==> src/rtl/seven_seg_scanner_pkg.sv <==
// rtl/seven_seg_scanner_pkg.sv - glyph constants, slot indices and score record for the scanner
package seven_seg_scanner_pkg;

    localparam logic [1:0] SLOT_ONES     = 2'd0;
    localparam logic [1:0] SLOT_TENS     = 2'd1;
    localparam logic [1:0] SLOT_HUNDREDS = 2'd2;
    localparam logic [1:0] SLOT_TAG      = 2'd3;

    // Active-high {g,f,e,d,c,b,a}
    localparam logic [6:0] GLYPH_0     = 7'h3F;
    localparam logic [6:0] GLYPH_1     = 7'h06;
    localparam logic [6:0] GLYPH_2     = 7'h5B;
    localparam logic [6:0] GLYPH_3     = 7'h4F;
    localparam logic [6:0] GLYPH_4     = 7'h66;
    localparam logic [6:0] GLYPH_5     = 7'h6D;
    localparam logic [6:0] GLYPH_6     = 7'h7D;
    localparam logic [6:0] GLYPH_7     = 7'h07;
    localparam logic [6:0] GLYPH_8     = 7'h7F;
    localparam logic [6:0] GLYPH_9     = 7'h6F;
    localparam logic [6:0] GLYPH_DASH  = 7'h40;
    localparam logic [6:0] GLYPH_TAG_A = 7'h77;
    localparam logic [6:0] GLYPH_TAG_B = 7'h7C;
    localparam logic [6:0] SEG_BLANK   = 7'h00;

    typedef struct packed {
        logic [3:0] hundreds;
        logic [3:0] tens;
        logic [3:0] ones;
        logic       team_sel;
    } score_t;

endpackage

==> src/rtl/seven_seg_scanner_bcd_to_seven_seg.sv <==
// rtl/seven_seg_scanner_bcd_to_seven_seg.sv - BCD digit to active-high segment pattern, dash for >9
module bcd_to_seven_seg
    import seven_seg_scanner_pkg::*;
(
    input  logic [3:0] digit_i,
    output logic [6:0] seg_o
);

    always_comb begin
        seg_o = GLYPH_DASH;
        case (digit_i)
            4'd0:    seg_o = GLYPH_0;
            4'd1:    seg_o = GLYPH_1;
            4'd2:    seg_o = GLYPH_2;
            4'd3:    seg_o = GLYPH_3;
            4'd4:    seg_o = GLYPH_4;
            4'd5:    seg_o = GLYPH_5;
            4'd6:    seg_o = GLYPH_6;
            4'd7:    seg_o = GLYPH_7;
            4'd8:    seg_o = GLYPH_8;
            4'd9:    seg_o = GLYPH_9;
            default: seg_o = GLYPH_DASH;
        endcase
    end

endmodule

==> src/rtl/seven_seg_scanner.sv <==
// rtl/seven_seg_scanner.sv - 4-digit multiplexed score display with frame-synchronised load and blink
module seven_seg_scanner
    import seven_seg_scanner_pkg::*;
#(
    parameter int REFRESH_DIV = 50000,
    parameter int BLINK_TICKS = 250,
    parameter bit ACTIVE_LOW  = 1'b1
) (
    input  logic       clk,
    input  logic       rst,
    input  logic       load,
    input  logic [3:0] hundreds,
    input  logic [3:0] tens,
    input  logic [3:0] ones,
    input  logic       team_sel,
    input  logic       blink_en,
    output logic [6:0] seg,
    output logic [3:0] an,
    output logic       frame_start
);

    localparam int PW = (REFRESH_DIV > 2) ? $clog2(REFRESH_DIV) : 1;
    localparam int BW = (BLINK_TICKS > 2) ? $clog2(BLINK_TICKS) : 1;
    localparam logic [6:0] SEG_OFF = ACTIVE_LOW ? 7'h7F : 7'h00;
    localparam logic [3:0] AN_OFF  = ACTIVE_LOW ? 4'hF  : 4'h0;

    logic [PW-1:0] pre_q;
    logic [1:0]    idx_q;
    logic          tick;
    logic          wrap_tick;
    logic          wrap_q;
    logic          frame_q;

    score_t        load_val;
    score_t        pend_q;
    score_t        disp_q;
    logic          pend_valid_q;

    logic [BW-1:0] blink_cnt_q;
    logic          blink_off_q;

    logic [3:0]    digit_sel;
    logic [6:0]    dec_seg;
    logic [6:0]    seg_act;
    logic [3:0]    an_act;
    logic          slot_blank;
    logic [6:0]    seg_d;
    logic [3:0]    an_d;
    logic [6:0]    seg_q;
    logic [3:0]    an_q;

    assign tick      = (pre_q == PW'(REFRESH_DIV - 1));
    assign wrap_tick = tick && (idx_q == SLOT_TAG);
    assign load_val  = {hundreds, tens, ones, team_sel};

    always_ff @(posedge clk) begin
        if (rst) begin
            pre_q   <= '0;
            idx_q   <= SLOT_ONES;
            wrap_q  <= 1'b0;
            frame_q <= 1'b0;
        end else begin
            pre_q   <= tick ? '0 : pre_q + PW'(1);
            if (tick) begin
                idx_q <= idx_q + 2'd1;
            end
            wrap_q  <= wrap_tick;
            frame_q <= wrap_q;
        end
    end

    // New scores only reach the display register at the frame boundary, so a frame never tears.
    always_ff @(posedge clk) begin
        if (rst) begin
            pend_q       <= '0;
            pend_valid_q <= 1'b0;
            disp_q       <= '0;
        end else if (load && wrap_tick) begin
            disp_q       <= load_val;
            pend_valid_q <= 1'b0;
        end else begin
            if (wrap_tick && pend_valid_q) begin
                disp_q       <= pend_q;
                pend_valid_q <= 1'b0;
            end
            if (load) begin
                pend_q       <= load_val;
                pend_valid_q <= 1'b1;
            end
        end
    end

    always_ff @(posedge clk) begin
        if (rst || !blink_en) begin
            blink_cnt_q <= '0;
            blink_off_q <= 1'b0;
        end else if (tick) begin
            if (blink_cnt_q == BW'(BLINK_TICKS - 1)) begin
                blink_cnt_q <= '0;
                blink_off_q <= ~blink_off_q;
            end else begin
                blink_cnt_q <= blink_cnt_q + BW'(1);
            end
        end
    end

    bcd_to_seven_seg u_dec (
        .digit_i (digit_sel),
        .seg_o   (dec_seg)
    );

    always_comb begin
        digit_sel  = disp_q.ones;
        slot_blank = 1'b0;
        case (idx_q)
            SLOT_TENS: begin
                digit_sel  = disp_q.tens;
                slot_blank = (disp_q.hundreds == 4'd0) && (disp_q.tens == 4'd0);
            end
            SLOT_HUNDREDS: begin
                digit_sel  = disp_q.hundreds;
                slot_blank = (disp_q.hundreds == 4'd0);
            end
            default: digit_sel = disp_q.ones;
        endcase

        seg_act = dec_seg;
        if (idx_q == SLOT_TAG) begin
            seg_act = disp_q.team_sel ? GLYPH_TAG_B : GLYPH_TAG_A;
        end
        an_act = 4'b0001 << idx_q;

        // blink_en gates directly so dropping it restores the display on the next edge
        if (slot_blank || (blink_en && blink_off_q)) begin
            seg_act = SEG_BLANK;
            an_act  = 4'b0000;
        end

        seg_d = ACTIVE_LOW ? ~seg_act : seg_act;
        an_d  = ACTIVE_LOW ? ~an_act  : an_act;
    end

    always_ff @(posedge clk) begin
        if (rst) begin
            seg_q <= SEG_OFF;
            an_q  <= AN_OFF;
        end else begin
            seg_q <= seg_d;
            an_q  <= an_d;
        end
    end

    assign seg         = seg_q;
    assign an          = an_q;
    assign frame_start = frame_q;

endmodule

==> config.mk <==
export PLATFORM = sky130hd
export DESIGN_NAME = seven_seg_scanner
export DESIGN_NICKNAME = d
export VERILOG_FILES = /design/src/rtl/seven_seg_scanner_pkg.sv /design/src/rtl/seven_seg_scanner_bcd_to_seven_seg.sv /design/src/rtl/seven_seg_scanner.sv
export SDC_FILE = /design/constraint.sdc
export NUM_CORES = 1
export LEC_CHECK = 0
export BUFFER_PORTS_ARGS = -buffer_cell sky130_fd_sc_hd__buf_4
export CAP_MARGIN = 20
export CORE_MARGIN = 3
export CORE_UTILIZATION = 55
export CTS_BUF_LIST = sky130_fd_sc_hd__clkbuf_4
export DETAILED_ROUTE_END_ITERATION = 12
export HOLD_SLACK_MARGIN = 0.05
export PLACE_DENSITY = 0.79
export SETUP_SLACK_MARGIN = 0.15
export SLEW_MARGIN = 10
export SYNTH_ARGS = -nofsm -noshare
export SYNTH_HDL_FRONTEND = slang
export SYNTH_SLANG_ARGS = --single-unit
==> constraint.sdc <==
create_clock -name clk -period 3.69 [get_ports clk]
set_input_delay 0.369 -clock clk [delete_from_list [all_inputs] [get_ports clk]]
set_output_delay 0.369 -clock clk [all_outputs]
set_load 0.01 [all_outputs]
==> run metrics, run 1 <==
synthesized cell area=3130 um2; synth-to-layout area growth=10.6%; Slowest-stage cell, CP=or4_4; Slew Viols, Final=0; Setup WS pre-CTS=1250 ps; skew final=roughly 8 ps; headroom to the max-slew limit=31.6%; antenna-violating nets left=0; initial antenna violation count=0; Final Cycle Share=66.4%; height of the die=81.4 um; Ant. Diodes=0; total setup buffers inserted after CTS=0; max-cap viol count=0; Reg clk slew, reported paths=100 ps; Initial Utilization=59.0%; synth warn=0; Post-CTS Resized=0; num ports=29; post-layout minimum cycle time=2450 ps; Clock Tree Buf Depth=2; Avg Vias per Cell=~5.7; TritonCTS clock tree=done; hold path start=tens[0]; Slew @ Worst Pin=1030 ps; Core Region=5300 um2; Max VDD drop=0.000259 V; Mapped Avg Cell Area=9.23 um2; gr usage total=20.5%; Most used DFF post-synth=dfxtp_1; fraction of layout cells with a size suffix above 1=about an eighth; Netlist cell types=between 40 and 50; CP max stage delay=approximately 650 ps; outcome=finished clean; Filler cells=454; Post-CTS Hold Fix Bufs=0; CP delay by family, top=simple AND/OR/NAND/NOR gates; RSZ-0062 raised after global routing=false; routed length per instance=14.1 um; DRC=0; Synth Instances=roughly 340; first-pass GRT wire length=10600 um; Clock H-tree levels=3; final setup fails=0; WP data arrival=2780 ps; Port Buffers=28; Hold EP=pend_q[5]$_SDFFE_PP0P_; root buf cell=clkbuf_4; Post-synth EDFFs=0; CP cell instances=or4b_4 > or4_4 > or3_1 > o2bb2ai_1; largest net degree at the start of global routing=38; nature of the critical path endpoint=flip-flop; Setup CP Type=reg2reg; die width=81.4 um; FF-to-FF End=disp_q[8]$_SDFFE_PP0P_; Async SR Flop Fraction=0%; crit path max fanout=20; reg2reg start=pre_q[5]$_SDFF_PP0_; Synth Net Count=368; post-layout net count=388; die footprint=6630 um2; CTS Buf Count=9; vias after detailed routing=2468; worst setup margin=1240 ps; vias in the first global route=2335; routed wire length=6110 um; R2R Setup Slk=1240 ps; CP required=~4000 ps; routability congestion estimate=0.831; flops & latches, synth=67; sequential area share after synthesis=approximately 43%; type of the tightest min-delay check=in2reg; clk_lat worst skew=400 ps; maximum clock rate=0.408 GHz; cell row count=26; Startpoint Class=flip-flop; Final HPWL DP=about 4200 um; Fin Setup TNS=0 ps; final hold vios=0; reg2reg path depth=4; 1st-iter DRT viols=120; WP buf/inv=0; PD cells=365 nW/um2; drt first pass iters=4; Hold Crit Depth=3; Congestion Overflow GR=0; Lkg Pwr=1.29 nW; Sink Count=67
cell usage after synthesis (2+ instances only):
cell type	instances	area share, %
o31ai_1	8	1.9
nand2_1	17	2.0
a211oi_1	3	0.72
dfxtp_1	67	43
nor2_1	24	2.9
o2bb2ai_1	13	3.6
o211ai_1	3	0.72
buf_1	2	0.24
or3_1	6	1.2
xnor2_1	5	1.4
o21ai_0	5	0.80
and3_1	4	0.80
or4_1	6	1.4
clkbuf_1	16	1.9
xor2_1	7	2.0
and2_1	2	0.40
ha_1	12	4.8
a22oi_1	17	4.1
nor4_1	4	0.80
a21o_1	2	0.48
nand4_1	6	1.2
nand3_1	5	0.80
nor2b_1	3	0.60
mux2i_1	15	4.8
nand2b_1	31	6.2
a21oi_1	21	3.4
or2_2	2	0.40
buf_6	2	0.72
inv_1	12	1.4
per-stage QoR:
stage / hold WS [ps] / instances / util (%) / cell area, um2 / power [mW]
2_1_floorplan: 414 / 339 / - / 3130 / 0.816
3_3_place_gp: 423 / 417 / 63.0 / 3340 / 0.845
3_5_place_dp: 426 / 417 / 63.0 / 3340 / 0.848
4_1_cts: 229 / 431 / 65.1 / 3450 / 1.28
5_1_grt: 231 / 432 / 65.3 / 3460 / 1.33
6_report: 234 / 432 / 65.3 / 3460 / 1.26
worst reg2reg max path, cell delays in order, from the launching register on:
cell,delay [ps]
dfxtp_1,370
or4b_4,570
or4_4,650
or3_1,560
o2bb2ai_1,230
layout make-up:
cell class / count / area (um2) / area share [%]
clock inverter: 5 / 46.3 / 1.34
tap: 70 / 87.6 / 2.53
timing repair buffer: 30 / 225 / 6.51
clock buffer: 9 / 67.6 / 1.95
inverter: 12 / 45.0 / 1.30
multi-input combinational: 239 / 1650 / 47.6
sequential: 67 / 1340 / 38.8
worst max path at each step:
stage	startpoint	end	slack (ps)	cells past startpoint
after CTS	pre_q[5]$_SDFF_PP0_	disp_q[8]$_SDFFE_PP0P_	1230	4
after global routing	idx_q[0]$_SDFFE_PP0P_	seg[5]$_SDFF_PP1_	940	6
after detailed placement	pre_q[5]$_SDFF_PP0_	disp_q[8]$_SDFFE_PP0P_	1250	4
final	pre_q[5]$_SDFF_PP0_	disp_q[8]$_SDFFE_PP0P_	1240	4
after global placement	idx_q[0]$_SDFFE_PP0P_	seg[5]$_SDFF_PP1_	1230	6
after floorplan	pre_q[5]$_SDFF_PP0_	blink_cnt_q[6]$_SDFFE_PP0P_	1470	5
kinds of logic (layout without fill, tap and decap cells):
logic type | count (synthesis) | in the layout | share of synthesized area (%)
adders and majority gates | 12 | 12 | 4.80
muxes | 15 | 15 | 4.80
and+or+nand+nor | 119 | 119 | 21.5
DFF | 67 | 67 | 42.9
xor gates and xnor gates | 12 | 12 | 3.36
buffers and inverters | 33 | 56 | 4.48
AOI/OAI and AO/OA | 81 | 81 | 18.2
placed cells by master, fill, tap and decap left out, types with 2 or more instances in the layout:
cell	netlist	routed
a211oi_1	3	3
a21o_1	2	2
a21oi_1	21	21
a22oi_1	17	17
and2_1	2	2
and3_1	4	4
buf_4	0	29
clkbuf_4	0	10
clkinv_1	0	3
dfxtp_1	67	67
ha_1	12	12
inv_1	12	12
mux2i_1	15	15
nand2_1	17	17
nand2b_1	31	31
nand3_1	5	5
nand4_1	6	6
nor2_1	24	24
nor2b_1	3	3
nor4_1	4	4
o211ai_1	3	3
o21ai_0	5	5
o2bb2ai_1	13	13
o31ai_1	8	8
or2_2	2	2
or3_1	6	6
or4_1	6	6
xnor2_1	5	5
xor2_1	7	7
layer usage:
layer / vias to the layer above / track usage (%) / wire length (um)
li1: 1260 / - / -
met1: 1150 / 28.3 / 3050
met2: 54 / 31.6 / 2730
met3: 4 / 3.62 / 279
met4: 0 / 8.61 / 51
met5: - / 0 / 0
power by group:
part | leakage, nW | internal, mW | total (mW) | switching (mW)
logic | 0.675 | 0.0411 | 0.0837 | 0.0426
registers | 0.546 | 0.739 | 0.748 | 0.00861
clock network | 0.0642 | 0.192 | 0.433 | 0.241
total | 1.29 | 0.972 | 1.26 | 0.292
flip-flops by register name (all words and copies together) (netlist names):
register,flops
blink_off_q,1
disp_q,13
pre_q,16
an,4
blink_cnt_q,8
frame_start,1
pend_q,13
wrap_q,1
seg,7
idx_q,2
pend_valid_q,1
Power figures use the tool's default switching activity.
==> inputs of run 2 (changes only) <==
Settings changed: PLACE_DENSITY 0.79 to 0.82.
Clock period 3.69 ns to 2.05 ns, I/O delays scaled along.
==> run metrics, run 2 (same netlist as run 1, synthesis figures left out) <==
Startpoint Class=flip-flop; outcome=complete, but fails checks; worst setup margin=-107 ps (-1350 ps); Port Buffers=28 (unchanged); Final HPWL DP=4590 um (+8.8%); routability congestion estimate=0.871 (+4.7%); root buf cell=clkbuf_4; synth-to-layout area growth=32.5%; Avg Vias per Cell=6.00 (+5.1%); die width=81.4 um (unchanged); type of the tightest min-delay check=in2reg; max FFs per register=16 (unchanged); Sink Count=67 (unchanged); Setup WS pre-CTS=-187 ps (-1440 ps); post-layout net count=434 (+12%); Finished Layout Cells=480 (+11%); gr usage total=23.7% (+3.2 points); failing checks=setup timing; area of the multi-input gates=1850 um2 (+13%); initial antenna violation count=0 (unchanged); vias after detailed routing=2881 (+17%); 1st-iter DRT viols=240 (+100%); Hold EP=pend_q[11]$_SDFFE_PP0P_; hold path start=hundreds[2]; FF-to-FF End=blink_cnt_q[4]$_SDFFE_PP0P_; skew final=27.1 ps (+19.0 ps); first-pass GRT wire length=12000 um (+13%); num ports=29 (unchanged); crit path max fanout=7 (-65%); Final Cycle Share=105% (+39 points); Slew @ Worst Pin=973 ps (-52.1 ps); RSZ-0062 raised after global routing=true; Reg clk slew, reported paths=120 ps (+20 ps); Top reg by flops=pre_q; Filler cells=322 (-29%); largest net degree at the start of global routing=38 (unchanged); CP required=2410 ps (-1600 ps); headroom to the max-slew limit=35.0% (+3.3 points); reg2reg start=pre_q[5]$_SDFF_PP0_; Slew Viols, Final=0 (unchanged); maximum clock rate=0.464 GHz (+14%); post-layout minimum cycle time=2160 ps (-294 ps); DP Cell Count=438 (+5.0%); final setup fails=17 (+17); Clock Tree Buf Depth=2 (unchanged); clk_lat worst skew=440 ps (+40 ps); Lkg Pwr=1.61 nW (+25%); Initial Utilization=59.0% (unchanged); Core Region=5300 um2 (unchanged); CTS Buf Count=9 (unchanged); Hold Crit Depth=3 (unchanged); Max VDD drop=0.000514 V (+99%); height of the die=81.4 um (unchanged); FF+latch area=1350 um2 (+0.65%); DRC=0 (unchanged); routed length per instance=18.4 um (+30%); cell row count=26 (unchanged); fraction of layout cells with a size suffix above 1=29.8% (+16 points); antenna-violating nets left=0 (unchanged); TritonCTS clock tree=done; leading cell type in the layout, fill and taps excluded=dfxtp_1; WP data arrival=2520 ps (-260 ps); PD cells=652 nW/um2 (+78%); die footprint=6630 um2 (unchanged); R2R Setup Slk=-110 ps (-1350 ps); final hold vios=0 (unchanged); drt first pass iters=4 (unchanged); routed wire length=8820 um (+44%); Congestion Overflow GR=0 (unchanged); max-cap viol count=0 (unchanged); biggest regs=pre_q: 16 flops, disp_q: 13 flops, pend_q: 13 flops; Ant. Diodes=0 (unchanged); Final Cell Area=4150 um2 (+20%); Setup CP Type=reg2reg; Clock H-tree levels=3 (unchanged); vias in the first global route=2669 (+14%); reg2reg path depth=5 (+1); dpl cell area=3540 um2 (+6.0%); nature of the critical path endpoint=flip-flop; commonest cells after routing, fill and taps aside=dfxtp_1, buf_4, nand2b_1
-- run 2: area by class of cell --
cell class / count / area share (%)
repair buffers: 74 / 14.9
multi-input cells: 241 / 44.7
well taps: 70 / 2.11
flip-flops and latches: 67 / 32.5
inverters: 12 / 1.09
clock buffers: 9 / 1.63
clock inverters: 7 / 3.02
-- run 2: layer usage --
| metal | share of wire [%] | wire [um] | vias to the layer above | track usage (%) |
|---|---|---|---|---|
| li1 | - | - | 1359 | - |
| met3 | 5.4 | 473 | 31 | 7.68 |
| met2 | 53 | 4670 | 85 | 44.1 |
| met4 | 3.2 | 278 | 0 | 7.94 |
| met5 | 0 | 0 | - | 0 |
| met1 | 39 | 3410 | 1406 | 24.9 |
-- run 2: metrics by stage --
stage | TNS, ps | total power, mW | utilization [%] | hold WS [ps]
after floorplan | -531 | 1.47 | - | 360
after global placement | -215 | 1.53 | 66.8 | 435
after detailed placement | -922 | 1.54 | 66.8 | 428
after CTS | -97.0 | 2.68 | 74.4 | 52.0
after global routing | -1830 | 2.79 | 78.2 | 53.2
final | -576 | 2.70 | 78.2 | 54.3
-- run 2: worst max path at each step --
stage | start | end | depth (start not counted)
2_1_floorplan | pre_q[7]$_SDFF_PP0_ | blink_cnt_q[2]$_SDFFE_PP0P_ | 6
4_1_cts | pre_q[5]$_SDFF_PP0_ | blink_cnt_q[4]$_SDFFE_PP0P_ | 5
5_1_grt | pre_q[5]$_SDFF_PP0_ | blink_cnt_q[4]$_SDFFE_PP0P_ | 5
6_report | pre_q[5]$_SDFF_PP0_ | blink_cnt_q[4]$_SDFFE_PP0P_ | 5
3_3_place_gp | idx_q[1]$_SDFFE_PP0P_ | seg[5]$_SDFF_PP1_ | 5
3_5_place_dp | idx_q[1]$_SDFFE_PP0P_ | seg[5]$_SDFF_PP1_ | 5
-- run 2: timing repair --
action / 4_1_cts / 5_1_grt
setup endpoints to repair: 45 / 64
setup buffers: 6 / 7
hold buffers: 9 / 1
resized for setup: 13 / 24
pin swaps: 3 / 4
gates cloned: 1 / 2
endpoints found under the hold margin: 9 / 1
-- run 2: worst max-delay path: stages, from the launching register on --
cell and delay [ps]:
dfxtp_2 340, or4b_4 530, or4_4 490, buf_6 150
or4_1 420, a21oi_1 160
-- run 2: power breakdown --
part	internal (mW)	switching [mW]
clock	0.627	0.529
combinational	0.104	0.100
sequential	1.33	0.0153
